### src/rtl/conv_pkg.sv
// Shared types and helpers for the parallel 1-D convolution block.
// Holds the control states and a width-parameterised signed saturation.
package conv_pkg;

    typedef enum logic [1:0] {
        LOAD_F  = 2'd0,
        LOAD_X  = 2'd1,
        COMPUTE = 2'd2,
        DRAIN   = 2'd3
    } state_t;

    localparam int SAT_W = 64;

    // Clamp a wide signed value into the signed range of a w-bit word (w <= 32).
    function automatic logic signed [SAT_W-1:0] sat_w(input logic signed [SAT_W-1:0] v,
                                                      input int w);
        logic signed [SAT_W-1:0] hi;
        logic signed [SAT_W-1:0] lo;
        hi = (64'sd1 <<< (w - 1)) - 64'sd1;
        lo = -(64'sd1 <<< (w - 1));
        if (v > hi) return hi;
        if (v < lo) return lo;
        return v;
    endfunction

endpackage

### src/rtl/conv1d_par_stream_if.sv
// Stream bundle for the convolution block: filter in, samples in, results out.
// Handshake: a word moves on a rising edge where valid and ready are both 1; ready never
// depends combinationally on the same stream's valid, and a sender holds data while stalled.
interface conv1d_par_stream_if #(parameter int WIDTH = 8);
    logic signed [WIDTH-1:0] s_data_in_f;
    logic                    s_valid_f;
    logic                    s_ready_f;
    logic signed [WIDTH-1:0] s_data_in_x;
    logic                    s_valid_x;
    logic                    s_ready_x;
    logic signed [WIDTH-1:0] m_data_out_y;
    logic                    m_valid_y;
    logic                    m_ready_y;

    modport slave (
        input  s_data_in_f, s_valid_f, s_data_in_x, s_valid_x, m_ready_y,
        output s_ready_f, s_ready_x, m_data_out_y, m_valid_y
    );

    modport master (
        output s_data_in_f, s_valid_f, s_data_in_x, s_valid_x, m_ready_y,
        input  s_ready_f, s_ready_x, m_data_out_y, m_valid_y
    );
endinterface

### src/rtl/conv_mac_lane.sv
// One multiply-accumulate lane: the product and every running sum saturate to WIDTH bits.
// clr wins over en so the accumulator can restart in the same cycle its result is taken.
module conv_mac_lane
    import conv_pkg::*;
#(
    parameter int WIDTH = 8
) (
    input  logic                    clk,
    input  logic                    reset,
    input  logic                    en,
    input  logic                    clr,
    input  logic signed [WIDTH-1:0] x_in,
    input  logic signed [WIDTH-1:0] f_in,
    output logic signed [WIDTH-1:0] acc
);
    logic signed [2*WIDTH-1:0] x_ext;
    logic signed [2*WIDTH-1:0] f_ext;
    logic signed [2*WIDTH-1:0] prod;
    logic signed [SAT_W-1:0]   prod_sat;
    logic signed [WIDTH-1:0]   acc_q, acc_d;

    always_comb begin
        x_ext    = {{WIDTH{x_in[WIDTH-1]}}, x_in};
        f_ext    = {{WIDTH{f_in[WIDTH-1]}}, f_in};
        prod     = x_ext * f_ext;
        prod_sat = sat_w({{(SAT_W-2*WIDTH){prod[2*WIDTH-1]}}, prod}, WIDTH);
        acc_d    = acc_q;
        if (clr) begin
            acc_d = '0;
        end else if (en) begin
            acc_d = WIDTH'(sat_w({{(SAT_W-WIDTH){acc_q[WIDTH-1]}}, acc_q} + prod_sat, WIDTH));
        end
    end

    always_ff @(posedge clk) begin
        if (reset) acc_q <= '0;
        else       acc_q <= acc_d;
    end

    assign acc = acc_q;
endmodule

### src/rtl/conv1d_par_stream.sv
// Parallel-lane 1-D convolution: filter loaded once, then each input vector is convolved
// P outputs at a time (LENF+1 cycles per group) and results stream out in index order.
module conv1d_par_stream
    import conv_pkg::*;
#(
    parameter int WIDTH = 8,
    parameter int LENX  = 8,
    parameter int LENF  = 4,
    parameter int P     = 2,
    parameter int RELU  = 1
) (
    input  logic               clk,
    input  logic               reset,
    conv1d_par_stream_if.slave bus,
    output state_t             dbg_state
);
    localparam int SIZE = LENX - LENF + 1;
    localparam int G    = (SIZE + P - 1) / P;
    localparam int CW   = $clog2(LENX + 2);

    typedef logic [CW-1:0]           cnt_t;
    typedef logic signed [WIDTH-1:0] word_t;

    localparam cnt_t ONE     = cnt_t'(1);
    localparam cnt_t LAST_F  = cnt_t'(LENF - 1);
    localparam cnt_t LAST_X  = cnt_t'(LENX - 1);
    localparam cnt_t STEP_WR = cnt_t'(LENF);
    localparam cnt_t LAST_G  = cnt_t'(G - 1);
    localparam cnt_t LAST_Y  = cnt_t'(SIZE - 1);
    localparam cnt_t SIZE_C  = cnt_t'(SIZE);

    state_t state_q, state_d;
    cnt_t   load_cnt_q, load_cnt_d;
    cnt_t   step_q, step_d;
    cnt_t   grp_q, grp_d;
    cnt_t   wr_cnt_q, wr_cnt_d;
    cnt_t   rd_ptr_q, rd_ptr_d;
    word_t  f_mem_q [LENF];
    word_t  f_mem_d [LENF];
    word_t  x_mem_q [LENX];
    word_t  x_mem_d [LENX];
    word_t  y_mem_q [SIZE];
    word_t  y_mem_d [SIZE];

    int             base;
    logic [P-1:0]   lane_live;
    logic [P-1:0]   lane_en;
    logic           lane_clr;
    word_t          lane_f;
    word_t          lane_x   [P];
    word_t          lane_acc [P];
    word_t          y_data;
    logic           f_fire, x_fire, y_fire;

    assign bus.s_ready_f    = (state_q == LOAD_F);
    assign bus.s_ready_x    = (state_q == LOAD_X);
    assign bus.m_valid_y    = (rd_ptr_q < wr_cnt_q);
    assign bus.m_data_out_y = y_data;
    assign dbg_state        = state_q;

    assign f_fire = bus.s_valid_f && bus.s_ready_f;
    assign x_fire = bus.s_valid_x && bus.s_ready_x;
    assign y_fire = bus.m_valid_y && bus.m_ready_y;

    // Lane i of group g works on output g*P+i; lanes past the last output stay idle.
    always_comb begin
        base   = int'(grp_q) * P;
        lane_f = '0;
        for (int j = 0; j < LENF; j++) begin
            if (cnt_t'(j) == step_q) lane_f = f_mem_q[j];
        end
        for (int i = 0; i < P; i++) begin
            lane_live[i] = (base + i) < SIZE;
            lane_en[i]   = (state_q == COMPUTE) && (step_q != STEP_WR) && lane_live[i];
            lane_x[i]    = '0;
            for (int k = 0; k < LENX; k++) begin
                if (k == base + i + int'(step_q)) lane_x[i] = x_mem_q[k];
            end
        end
    end

    for (genvar gi = 0; gi < P; gi++) begin : g_lane
        conv_mac_lane #(.WIDTH(WIDTH)) u_lane (
            .clk   (clk),
            .reset (reset),
            .en    (lane_en[gi]),
            .clr   (lane_clr),
            .x_in  (lane_x[gi]),
            .f_in  (lane_f),
            .acc   (lane_acc[gi])
        );
    end

    always_comb begin
        y_data = '0;
        for (int k = 0; k < SIZE; k++) begin
            if (cnt_t'(k) == rd_ptr_q) y_data = y_mem_q[k];
        end
    end

    always_comb begin
        state_d    = state_q;
        load_cnt_d = load_cnt_q;
        step_d     = step_q;
        grp_d      = grp_q;
        wr_cnt_d   = wr_cnt_q;
        rd_ptr_d   = rd_ptr_q;
        f_mem_d    = f_mem_q;
        x_mem_d    = x_mem_q;
        y_mem_d    = y_mem_q;
        lane_clr   = 1'b0;
        case (state_q)
            LOAD_F: if (f_fire) begin
                for (int k = 0; k < LENF; k++) begin
                    if (cnt_t'(k) == load_cnt_q) f_mem_d[k] = bus.s_data_in_f;
                end
                if (load_cnt_q == LAST_F) begin
                    load_cnt_d = '0;
                    state_d    = LOAD_X;
                end else begin
                    load_cnt_d = load_cnt_q + ONE;
                end
            end
            LOAD_X: if (x_fire) begin
                for (int k = 0; k < LENX; k++) begin
                    if (cnt_t'(k) == load_cnt_q) x_mem_d[k] = bus.s_data_in_x;
                end
                if (load_cnt_q == LAST_X) begin
                    load_cnt_d = '0;
                    step_d     = '0;
                    grp_d      = '0;
                    state_d    = COMPUTE;
                end else begin
                    load_cnt_d = load_cnt_q + ONE;
                end
            end
            COMPUTE: begin
                if (step_q != STEP_WR) begin
                    step_d = step_q + ONE;
                end else begin
                    // Write cycle: store lane sums (ReLU applied only here) and restart lanes.
                    step_d   = '0;
                    lane_clr = 1'b1;
                    for (int i = 0; i < P; i++) begin
                        for (int k = 0; k < SIZE; k++) begin
                            if (lane_live[i] && k == base + i) begin
                                y_mem_d[k] = (RELU != 0 && lane_acc[i] < 0) ? '0 : lane_acc[i];
                            end
                        end
                    end
                    wr_cnt_d = (base + P >= SIZE) ? SIZE_C : cnt_t'(base + P);
                    if (grp_q == LAST_G) state_d = DRAIN;
                    else                 grp_d   = grp_q + ONE;
                end
            end
            DRAIN:   ;
            default: state_d = LOAD_F;
        endcase
        // The last result can only be readable in DRAIN, so its transfer ends the vector.
        if (y_fire) begin
            if (rd_ptr_q == LAST_Y) begin
                rd_ptr_d = '0;
                wr_cnt_d = '0;
                state_d  = LOAD_X;
            end else begin
                rd_ptr_d = rd_ptr_q + ONE;
            end
        end
    end

    always_ff @(posedge clk) begin
        if (reset) begin
            state_q    <= LOAD_F;
            load_cnt_q <= '0;
            step_q     <= '0;
            grp_q      <= '0;
            wr_cnt_q   <= '0;
            rd_ptr_q   <= '0;
            for (int k = 0; k < LENF; k++) f_mem_q[k] <= '0;
            for (int k = 0; k < LENX; k++) x_mem_q[k] <= '0;
            for (int k = 0; k < SIZE; k++) y_mem_q[k] <= '0;
        end else begin
            state_q    <= state_d;
            load_cnt_q <= load_cnt_d;
            step_q     <= step_d;
            grp_q      <= grp_d;
            wr_cnt_q   <= wr_cnt_d;
            rd_ptr_q   <= rd_ptr_d;
            f_mem_q    <= f_mem_d;
            x_mem_q    <= x_mem_d;
            y_mem_q    <= y_mem_d;
        end
    end
endmodule

### src/flat_wrapper.sv
// flat-port wrapper written by rule: the top's interface ports become plain ports
module conv1d_par_stream_flat import conv_pkg::*;
#(
    parameter int WIDTH = 8,
    parameter int LENX  = 8,
    parameter int LENF  = 4,
    parameter int P     = 2,
    parameter int RELU  = 1
)
  (clk, reset, dbg_state, bus_s_data_in_f, bus_s_valid_f, bus_s_data_in_x, bus_s_valid_x, bus_m_ready_y, bus_s_ready_f, bus_s_ready_x, bus_m_data_out_y, bus_m_valid_y);
  conv1d_par_stream_if #(.WIDTH(WIDTH)) bus_i ();
  input  logic clk;
  input  logic reset;
  output state_t dbg_state;
  input wire logic [$bits(bus_i.s_data_in_f)-1:0] bus_s_data_in_f;
  input wire logic [$bits(bus_i.s_valid_f)-1:0] bus_s_valid_f;
  input wire logic [$bits(bus_i.s_data_in_x)-1:0] bus_s_data_in_x;
  input wire logic [$bits(bus_i.s_valid_x)-1:0] bus_s_valid_x;
  input wire logic [$bits(bus_i.m_ready_y)-1:0] bus_m_ready_y;
  output wire logic [$bits(bus_i.s_ready_f)-1:0] bus_s_ready_f;
  output wire logic [$bits(bus_i.s_ready_x)-1:0] bus_s_ready_x;
  output wire logic [$bits(bus_i.m_data_out_y)-1:0] bus_m_data_out_y;
  output wire logic [$bits(bus_i.m_valid_y)-1:0] bus_m_valid_y;
  assign bus_i.s_data_in_f = bus_s_data_in_f;
  assign bus_i.s_valid_f = bus_s_valid_f;
  assign bus_i.s_data_in_x = bus_s_data_in_x;
  assign bus_i.s_valid_x = bus_s_valid_x;
  assign bus_i.m_ready_y = bus_m_ready_y;
  assign bus_s_ready_f = bus_i.s_ready_f;
  assign bus_s_ready_x = bus_i.s_ready_x;
  assign bus_m_data_out_y = bus_i.m_data_out_y;
  assign bus_m_valid_y = bus_i.m_valid_y;
  conv1d_par_stream #(.WIDTH(WIDTH), .LENX(LENX), .LENF(LENF), .P(P), .RELU(RELU)) u_core (.clk(clk), .reset(reset), .bus(bus_i), .dbg_state(dbg_state));
endmodule
### config.mk
export PLATFORM = sky130hd
export DESIGN_NAME = conv1d_par_stream_flat
export DESIGN_NICKNAME = d
export VERILOG_FILES = /design/src/rtl/conv_pkg.sv /design/src/rtl/conv1d_par_stream_if.sv /design/src/rtl/conv_mac_lane.sv /design/src/rtl/conv1d_par_stream.sv /design/src/flat_wrapper.sv
export SDC_FILE = /design/constraint.sdc
export NUM_CORES = 1
export LEC_CHECK = 0
export CORE_UTILIZATION = 40
export CTS_CLUSTER_DIAMETER = 100
export DETAILED_ROUTE_END_ITERATION = 10
export PLACE_DENSITY_LB_ADDON = 0.25
export SLEW_MARGIN = 20
export SYNTH_ARGS = -nofsm -noshare
export SYNTH_HDL_FRONTEND = slang
export SYNTH_SLANG_ARGS = --single-unit
### constraint.sdc
create_clock -name clk -period 17.3 [get_ports clk]
set_input_delay 3.46 -clock clk [delete_from_list [all_inputs] [get_ports clk]]
set_output_delay 3.46 -clock clk [all_outputs]
set_load 0.005 [all_outputs]
After elaboration in Yosys (flattened, before gate mapping)
Index checks and enable logic that the tools add are counted.

storage, ports and cells
  logic and storage cells = 246
  input bits = 21
  bits in registers = 174
  output and inout port bits = 13

cells by class
  muxes and demuxes = 100
  magnitude comparators = 14
  bitwise logic cells = 1
  add/sub/neg operators = 10
  multipliers = 2
  equality and inequality tests = 46
  reductions and logical operators = 48

operators by type and width
  cell                                                                     number
  64-bit 2-to-1 mux                                                        8
  8-bit 2-to-1 mux                                                         43
  4-bit by 32-bit == test with 1-bit output (first input constant)         7
  64-bit adder                                                             2
  3-bit by 32-bit == test with 1-bit output (first input constant)         4
  64-bit by 8-bit > comparator with 1-bit output (second input constant)   2
  32-bit logical NOT                                                       4
  64-bit by 8-bit < comparator with 1-bit output (second input constant)   2
  2-bit by 32-bit == test with 1-bit output (first input constant)         2
  4-bit 2-to-1 mux                                                         15
  3-bit AND reduction                                                      19
  32-bit by 5-bit adder with 32-bit output                                 1
  32-bit by 4-bit >= comparator with 1-bit output (second input constant)  1
  16-bit by 8-bit > comparator with 1-bit output (second input constant)   2
  16-bit by 8-bit < comparator with 1-bit output (second input constant)   2
  32-bit by 4-bit < comparator with 1-bit output (second input constant)   1
  8-bit by 8-bit multiplier with 16-bit output                             2
  2-bit by 4-bit == test with 1-bit output (first input constant)          7
  3-bit by 4-bit == test with 1-bit output (first input constant)          6
  4-bit one-hot mux with 2 select lines                                    3
  1-bit 2-to-1 mux                                                         22
  4-bit by 1-bit adder with 4-bit output (second input constant)           4
  8-bit by 1-bit < comparator with 1-bit output (second input constant)    2
  2-bit 2-to-1 mux                                                         8
  23 further kinds                                                         52

Longest topological paths before layout
Gate-level depths: netlist of run 1.

  depth in word-level cells = 27
  depth in mapped cells = 53
  gate-level depth less buffers = 49

By module
Synthesis of run 1 repeated with hierarchy kept, for this count alone.

unflattened totals
  cell total of the unflattened synthesis = 2,105
  area, all modules = 17,186.5 µm²

modules (own cells, without submodules)
  module                                   cells an instance  sequential area each (µm²)  area an instance (µm²)  times used
  conv1d_par_stream                        1,043              3,062.9                     7,900.1                 1
  conv_mac_lane (u_core.g_lane[1].u_lane)  540                160.2                       4,759.6                 1
  conv_mac_lane (u_core.g_lane[0].u_lane)  522                160.2                       4,526.8                 1

Worst setup path before layout of run 1
Ideal clock, no wire load.

  path type = register to register
  from = register u_core.grp_q[0]
  to = register u_core.g_lane[0].u_lane.acc_q[5]
  data arrival time = 11,857 ps
  path slack = 5,356 ps
  setup time = 87 ps
  cell stages (with the launch flop) = 47
  path buffers = 3
  clock period less this slack = 11,944 ps
  path through = dfxtp_1 > ha_1 > fa_1 > and2_1 > a21oi_2 > nor3b_2 > and3_1 > clkbuf_1 > a222oi_1 > a31oi_1 > a311oi_2 > nand3_1 > fa_1 > fa_1 > inv_1 > fa_1 > inv_1 > fa_1 > [11 not listed] > a21o_1 > a221oi_2 > o211ai_1 > a41oi_1 > nor2b_1 > o21ai_0 > nor2b_1 > clkbuf_1 > inv_1 > fa_1 > nor4b_1 > nand3b_1 > a221o_1 > nor4_1 > and4_1 > nand4_1 > o41a_1 > o31ai_1

between the ends
  cells in the longest elaborated chain, start to end = 24
  elaborated cells between the ends (all ways) = 41
  those cells by class = 2 x add/sub; 1 x mul; 5 x order compare; 7 x eq/ne; 24 x mux; 2 x reduce/logical

RTL lines
  item                                            line                      text
  start: declaration                              conv1d_par_stream.sv:35   cnt_t grp_q, grp_d;
  start signal: assignment                        conv1d_par_stream.sv:186  grp_q <= grp_d;
  5-bit by 4-bit adder with 6-bit output          conv1d_par_stream.sv:77   if (k == base + i + int'(step_q)) lane_x[i] = x_mem_q[k];
  32-bit logical NOT                              conv1d_par_stream.sv:77
  8-bit 2-to-1 mux (8 in a row)                   conv1d_par_stream.sv:77
  8-bit by 8-bit multiplier with 16-bit output    conv_mac_lane.sv:25       prod = x_ext * f_ext;
  16-bit by 8-bit < comparator with 1-bit output  conv_pkg.sv:22            if (v < lo) return lo;
  1-bit 2-to-1 mux (2 in a row)                   conv_pkg.sv:22
  64-bit 2-to-1 mux                               conv_pkg.sv:23            return v;
  64-bit 2-to-1 mux                               conv_pkg.sv:22
  64-bit adder                                    conv_mac_lane.sv:31       acc_d = WIDTH'(sat_w({{(SAT_W-WIDTH){acc_q[WIDTH-1]}}, acc_q} + prod_sat, WIDTH));
  64-bit by 8-bit < comparator with 1-bit output  conv_pkg.sv:22
  1-bit 2-to-1 mux (2 in a row)                   conv_pkg.sv:22
  1-bit 2-to-1 mux                                conv_mac_lane.sv:30       end else if (en) begin
  1-bit 2-to-1 mux                                conv_mac_lane.sv:28       if (clr) begin
  8-bit 2-to-1 mux                                conv_pkg.sv:23
  8-bit 2-to-1 mux                                conv_pkg.sv:22
  end signal: assignment                          conv_mac_lane.sv:36       if (reset) acc_q <= '0;
  end signal: assignment                          conv_mac_lane.sv:37       else acc_q <= acc_d;
  end: declaration                                conv_mac_lane.sv:20       logic signed [WIDTH-1:0] acc_q, acc_d;

Several ways; a longest one is shown, not always the timed one. The select of a mux whose other input is x is not followed.
A chain may end at the register's enable or synchronous reset.

Worst setup path in the final report of run 1
Same ends and word-level chain as after synthesis.

==> flow_summary.toml, run 1 <==
[status]
status = "completed"

[critical_path]
cp.required_ns = 17.66
cp_max_fo = 18
critical_path_buf_inv_count = 5
critPathMaxStageDelay_ns = 0.83
timing.critical_path.mode_cell = "fa_1"
endpoint_kind = "flop"
cpMaxStageDelayCell = "a311oi_2"
arrival_ns = 14.74
cp_top_family = "compound AO/OA/AOI/OAI gates"
startpoint_type = "flop"
crit_type = "flop to flop"

[route]
drc = 0
wire_per_inst_um = 17.6
via_per_inst = 5.64
drt-total-wl_um = 45500
vias = 14600
firstDrtPassIters = 6
drtIter0Drc = 1065
ant_nets = 0

[power]
internal_power_mw = 0.678
seq_power_share_pct = 39.7
pwr-share-comb_pct = 20.9
peakVddDrop_mv = 0.0752
power_mw = 0.996
p_leak_nw = 7.38
switching_power_mw = 0.317
switching_share_pct = 31.9
clkPwrFrac_pct = 39.5
power_density_mw_per_mm2 = 55.4

[yosys]
syn_area_per_cell_sq_um = 8.01
synth.cell_area_sq_mm = 0.0166
yosysSeqAreaShare_pct = 20.4
synth.net_count = 2357
synth_fa_ha_area_share_pct = 27.0
postSynth.asyncResetShare_pct = 0
synthFlopType = "dfxtp_1"
synth_xor_area_share_pct = 2.91
ys_warn_count = 0
ys_seq_elements = 169
synth_compound_area_share_pct = 18.7
synthesis.instances = 2070
synth_cell_types = 88
synth_edf_count = 0
yosys.area_share.simple_pct = 22.5
synth_top_family_by_area = "adder cells"
synth_mux_area_share_pct = 1.59

[finish]
syn2layout_area_growth_pct = 8.48
nets = 2333
diodes = 0
drive_gt1_share_pct = 5.59

[clock_network]
clock_tree.root_cell = "clkbuf_16"
cts_buffers = 17
post_cts_resize_count = 0
hold_buffers = 0
htreeDepth = 4
post_cts_buffers = 0
clkTransAtPathRegs_ns = 0.07
cts_sinks = 169
clock_latency_ns = 0.45
cts_tree = "yes"
clockBufferDepth = 2

[floorplan]
start_util_pct = 40.6
core-area_sq_mm = 0.0408
dieHeight_um = 206
rows = 74
io_pins = 34
die_area_sq_mm = 0.0423
die_x_um = 206

[sta]
layout_min_cycle_time_ns = 14.38
tightest_slew_ns = 1.02
setup_slack_ns = 2.92
fmax_mhz = 69.5
finClkSkew_ns = 0.0124
finalSetupViolCount = 0
tns_ns = 0
rsz0062_at_grt = "no"
drv_slew = 0
slew_headroom_pct = 31.5
finalCritPeriodShare_pct = 83.1
finalHoldViolCount = 0

[grt]
grt_usage_pct = 22.1
grt_antenna_before_repair = 0
grt_max_degree = 83
grt_pass1_wl_um = 74600
grt_pass1_vias = 14500
grt_remaining_overflow = 0

[job]
maxCapViolations = 0

[placed_design]
gp_congestion = 0.906
dp_hpwl_um = 35000
io_buffers = 32
post-place-ws_ns = 2.94

[min_path]
hold_path.class = "flop to flop"
[cell usage after synthesis, types with 11 or more instances]
| library cell | count | share of area [%] |
|---|---|---|
| a21boi_0 | 12 | 0.54 |
| a21o_1 | 25 | 1.1 |
| a21oi_1 | 185 | 5.6 |
| a222oi_1 | 20 | 1.2 |
| a22oi_1 | 28 | 1.3 |
| and2_1 | 14 | 0.53 |
| and3_1 | 11 | 0.42 |
| clkbuf_1 | 94 | 2.1 |
| dfxtp_1 | 169 | 20 |
| fa_1 | 152 | 18 |
| ha_1 | 114 | 8.6 |
| inv_1 | 202 | 4.6 |
| mux2i_1 | 23 | 1.4 |
| nand2_1 | 243 | 5.5 |
| nand2b_1 | 17 | 0.64 |
| nand3_1 | 108 | 3.3 |
| nand4_1 | 18 | 0.68 |
| nor2_1 | 208 | 4.7 |
| nor2b_1 | 39 | 1.5 |
| nor3_1 | 27 | 0.81 |
| nor4_1 | 15 | 0.57 |
| o21a_1 | 21 | 0.95 |
| o21ai_0 | 64 | 1.9 |
| or2_2 | 26 | 0.98 |
| or3_1 | 14 | 0.53 |
| xnor2_1 | 34 | 1.8 |
| xor2_1 | 21 | 1.1 |
[power groups by stage]
stage	clock network [mW]	registers [mW]	logic [mW]
after floorplan	0	0.403	0.153
after global placement	0	0.404	0.204
after detailed placement	0	0.404	0.207
after CTS	0.398	0.395	0.208
after global routing	0.415	0.395	0.230
final	0.393	0.395	0.208
[tightest hold or removal path, cell delays in order, from the launching register on]
cell and delay [ns]:
dfxtp_1 0.31, nand2_1 0.05, a21oi_1 0.05
[per-stage QoR]
stage	hold slack (ns)	cell area [sq um]	cells	util [%]
final	0.455	18000	2591	44.1
after detailed placement	0.446	17400	2559	42.6
after global routing	0.472	18000	2591	44.1
after CTS	0.457	18000	2591	44.1
after global placement	0.439	17400	2559	42.6
after floorplan	0.432	16600	2070	-
[cell type report]
class,instances,area [sq um]
clock inverter,14,155
timing repair buffer,57,505
clock buffer,18,439
fill,4045,22800
tap,532,666
inverter,202,758
sequential,169,3380
multi-input combinational,1599,12100
[layer usage]
layer | vias up | part of all wire (%) | global-route usage, %
li1 | 7064 | - | -
met1 | 7125 | 44 | 27.9
met2 | 372 | 50 | 39.0
met3 | 59 | 4.5 | 3.20
met4 | 0 | 2.1 | 6.22
met5 | - | 0 | 0
[kinds of logic after synthesis]
group                      after synthesis
AOI/OAI and AO/OA                      467
xor gates and xnor gates                55
adders and majority gates              266
buffers and inverters                  302
DFF                                    169
muxes                                   26
other                                    1
and+or+nand+nor                        784
[placed cells by master, fill, tap and decap left out, types with 7 or more instances in the layout]
cell,instances
clkbuf_16,17
inv_1,202
nand3_1,108
nor2_1,208
fa_1,152
nor2b_1,38
or3_1,14
a22oi_1,28
a21oi_1,185
buf_4,26
clkdlybuf4s50_1,31
nand4_1,18
xor2_1,21
nor3_1,25
or2_2,26
nand2_1,243
and2_1,14
a21o_1,25
and3_1,11
xnor2_1,34
o22ai_1,8
a31oi_1,7
nand3b_1,8
o21a_1,21
nor4_1,13
a211oi_1,8
o211ai_1,10
o21ai_0,64
mux2i_1,23
dfxtp_1,169
a21boi_0,12
nand2b_1,17
a222oi_1,20
ha_1,114
[flip-flops by register name (all words and copies together), names as in the netlist]
signal / count
u_core.step_q: 4
u_core.wr_cnt_q: 4
u_core.y_mem_q: 35
u_core.grp_q: 4
u_core.g_lane.u_lane.acc: 16
u_core.f_mem_q: 32
u_core.load_cnt_q: 4
u_core.rd_ptr_q: 4
u_core.x_mem_q: 64
u_core.dbg_state: 2
[path summary, 6_finish.rpt]
check | start | to | slack, ns | depth (start not counted)
hold / removal | u_core.f_mem_q[28]$_SDFFE_PP0P_ | u_core.f_mem_q[28]$_SDFFE_PP0P_ | 0.45 | 2
hold reg to reg | u_core.f_mem_q[28]$_SDFFE_PP0P_ | u_core.f_mem_q[28]$_SDFFE_PP0P_ | 0.45 | 2
setup reg to reg | u_core.grp_q[0]$_SDFFE_PP0P_ | u_core.g_lane[0].u_lane.acc[5]$_SDFFE_PP0P_ | 2.92 | 45
setup / recovery | u_core.grp_q[0]$_SDFFE_PP0P_ | u_core.g_lane[0].u_lane.acc[5]$_SDFFE_PP0P_ | 2.92 | 45
No activity file was read; power rests on OpenSTA's default activity.
==> run 2: changes to the inputs <==
- clock period: 17.3 -> 14.4 ns (I/O delays scaled with it)
==> run 2 against run 1 <==
Compared with the run above: clock skew about the same; maximum frequency up 6.5%; global-route usage about the same; non-clock buffer count up 9; final cell count up 0.35%; combinational power up 24%; largest cell class unchanged; via count up 0.90%; sequential power up 20%; die area unchanged; critical endpoint unchanged; sequential share of layout area down 0.092 points; clock power up 19%.
==> flow_summary.toml, run 2 (synthesis gave the netlist of run 1 again) <==
[status]
status = "completed"

[floorplan]
rows = 74
die_area_sq_mm = 0.0423
dieHeight_um = 206
core-area_sq_mm = 0.0408
start_util_pct = 40.6
die_x_um = 206
io_pins = 34

[critical_path]
timing.critical_path.mode_cell = "fa_1"
startpoint_type = "flop"
worst_r2r_endpoint = "u_core.g_lane[0].u_lane.acc[5]$_SDFFE_PP0P_"
critical_path_buf_inv_count = 5
endpoint_kind = "flop"
cp.required_ns = 14.75
arrival_ns = 13.86
r2r_start = "u_core.grp_q[0]$_SDFFE_PP0P_"
cp_max_fo = 12
reg2reg_depth = 44
critPathMaxStageDelay_ns = 0.60
r2r_slack_ns = 0.89
cp_top_family = "adder cells"
cpMaxStageDelayCell = "a2111oi_1"
crit_type = "flop to flop"

[grt]
grt_usage_pct = 22.2
grt_pass1_vias = 14600
grt_pass1_wl_um = 74900
grt_antenna_before_repair = 0
grt_max_degree = 83
grt_remaining_overflow = 0

[power]
seq_power_share_pct = 39.6
pwr-share-comb_pct = 21.5
internal_power_mw = 0.821
switching_power_mw = 0.377
p_leak_nw = 7.45
switching_share_pct = 31.5
peakVddDrop_mv = 0.0864
power_density_mw_per_mm2 = 66.2
clkPwrFrac_pct = 38.9

[sta]
layout_min_cycle_time_ns = 13.51
rsz0062_at_grt = "no"
drv_slew = 0
finalHoldViolCount = 0
setup_slack_ns = 0.892
slew_headroom_pct = 31.8
fmax_mhz = 74.0
tightest_slew_ns = 1.02
tns_ns = 0
finalSetupViolCount = 0
finalCritPeriodShare_pct = 93.8
whs_ns = 0.455
finClkSkew_ns = 0.0119

[route]
drc = 0
wire_per_inst_um = 17.6
drtIter0Drc = 1073
top_layer_used = "met4"
drt-total-wl_um = 45800
via_per_inst = 5.67
drt-met1-wl_um = 20300
firstDrtPassIters = 7
wl_met3_um = 1990
wl_met2_um = 22200
ant_nets = 0
vias = 14800

[finish]
max_flop_register = "u_core.x_mem_q"
nets = 2342
largest_reg_flops = 64
syn2layout_area_growth_pct = 9.02
fin_util_pct = 44.3
drive_gt1_share_pct = 6.04
diodes = 0
final_cell_mix = "nand2_1 (243), nor2_1 (208), inv_1 (202)"
reg_top3 = "u_core.x_mem_q: 64 flops, u_core.y_mem_q: 35 flops, u_core.f_mem_q: 32 flops"
final_common_cell = "nand2_1"

[min_path]
hold_path.class = "flop to flop"
min_from = "u_core.y_mem_q[38]$_SDFFE_PP0P_"
holdPathStages = 2
worstHoldEndpoint = "u_core.y_mem_q[38]$_SDFFE_PP0P_"

[clock_network]
cts_sinks = 169
clock_latency_ns = 0.44
clock_tree.root_cell = "clkbuf_16"
htreeDepth = 4
cts_tree = "yes"
cts_buffers = 17
hold_buffers = 0
clockBufferDepth = 2
clkTransAtPathRegs_ns = 0.07

[placed_design]
post-place-ws_ns = 0.494
dp_hpwl_um = 35600
io_buffers = 32
gp_congestion = 0.934

[job]
maxCapViolations = 0
run 2: changes by cell type in the layout (fill, tap and decap cells not counted), moves of 2 or more:
cell	before	now
clkinvlp_4	5	0
buf_4	26	35
clkinv_4	0	2
inv_8	1	3
run 2: how the worst max path moves through the flow:
| stage | slack, ns | to | cells past startpoint | from |
|---|---|---|---|---|
| 2_1_floorplan | 2.46 | u_core.g_lane[0].u_lane.acc[5]$_SDFFE_PP0P_ | 46 | u_core.grp_q[0]$_SDFFE_PP0P_ |
| 3_3_place_gp | 0.79 | u_core.g_lane[0].u_lane.acc[5]$_SDFFE_PP0P_ | 43 | u_core.grp_q[0]$_SDFFE_PP0P_ |
| 3_5_place_dp | 0.49 | u_core.g_lane[0].u_lane.acc[5]$_SDFFE_PP0P_ | 45 | u_core.grp_q[0]$_SDFFE_PP0P_ |
| 4_1_cts | 0.40 | u_core.g_lane[0].u_lane.acc[5]$_SDFFE_PP0P_ | 45 | u_core.grp_q[0]$_SDFFE_PP0P_ |
| 5_1_grt | 0.01 | u_core.g_lane[0].u_lane.acc[5]$_SDFFE_PP0P_ | 44 | u_core.grp_q[0]$_SDFFE_PP0P_ |
| 6_report | 0.89 | u_core.g_lane[0].u_lane.acc[5]$_SDFFE_PP0P_ | 44 | u_core.grp_q[0]$_SDFFE_PP0P_ |
run 2: metrics by stage:
stage                     area, sq um  power (mW)  cells
after floorplan                 16600       0.669   2070
after global placement          17400       0.733   2562
after detailed placement        17400       0.736   2562
after CTS                       18000        1.20   2594
after global routing            18100        1.25   2600
final                           18100        1.20   2600
run 2: what timing repair did:
| item | 4_1_cts | 5_1_grt |
|---|---|---|
| resized for setup | 0 | 5 |
| endpoints found under the setup margin | 0 | 7 |
| buffers inserted | 0 | 6 |
run 2: worst reg2reg max path, delay by kind of cell, from the launching register on:
family          cells  cell delay [ns]
compound gates     13             4.00
fa+ha+maj          10             4.56
flops               1             0.40
simple gates       15             3.69
xor+xnor            1             0.35
buf+inv             5             0.39
run 2: final cells by class:
class                           instances  area [sq um]
Clock buffer                           19           443
Inverter                              202           758
Clock inverter                         13           146
Sequential cell                       169          3380
Fill cell                            4028         22800
Tap cell                              532           666
Timing Repair Buffer                   66           573
Multi-Input combinational cell       1599         12100
run 2: routing by layer:
layer / track usage (%) / vias up
li1: - / 7069
met1: 28.5 / 7178
met2: 38.1 / 412
met3: 2.76 / 93
met4: 7.43 / 0
met5: 0 / -
run 2: power by group through the flow:
| stage | clock, mW | sequential (mW) | combinational [mW] |
|---|---|---|---|
| 3_5_place_dp | 0 | 0.485 | 0.251 |
| 5_1_grt | 0.494 | 0.475 | 0.284 |
| 4_1_cts | 0.472 | 0.474 | 0.252 |
| 3_3_place_gp | 0 | 0.485 | 0.248 |
| 2_1_floorplan | 0 | 0.485 | 0.184 |
| 6_report | 0.466 | 0.475 | 0.257 |
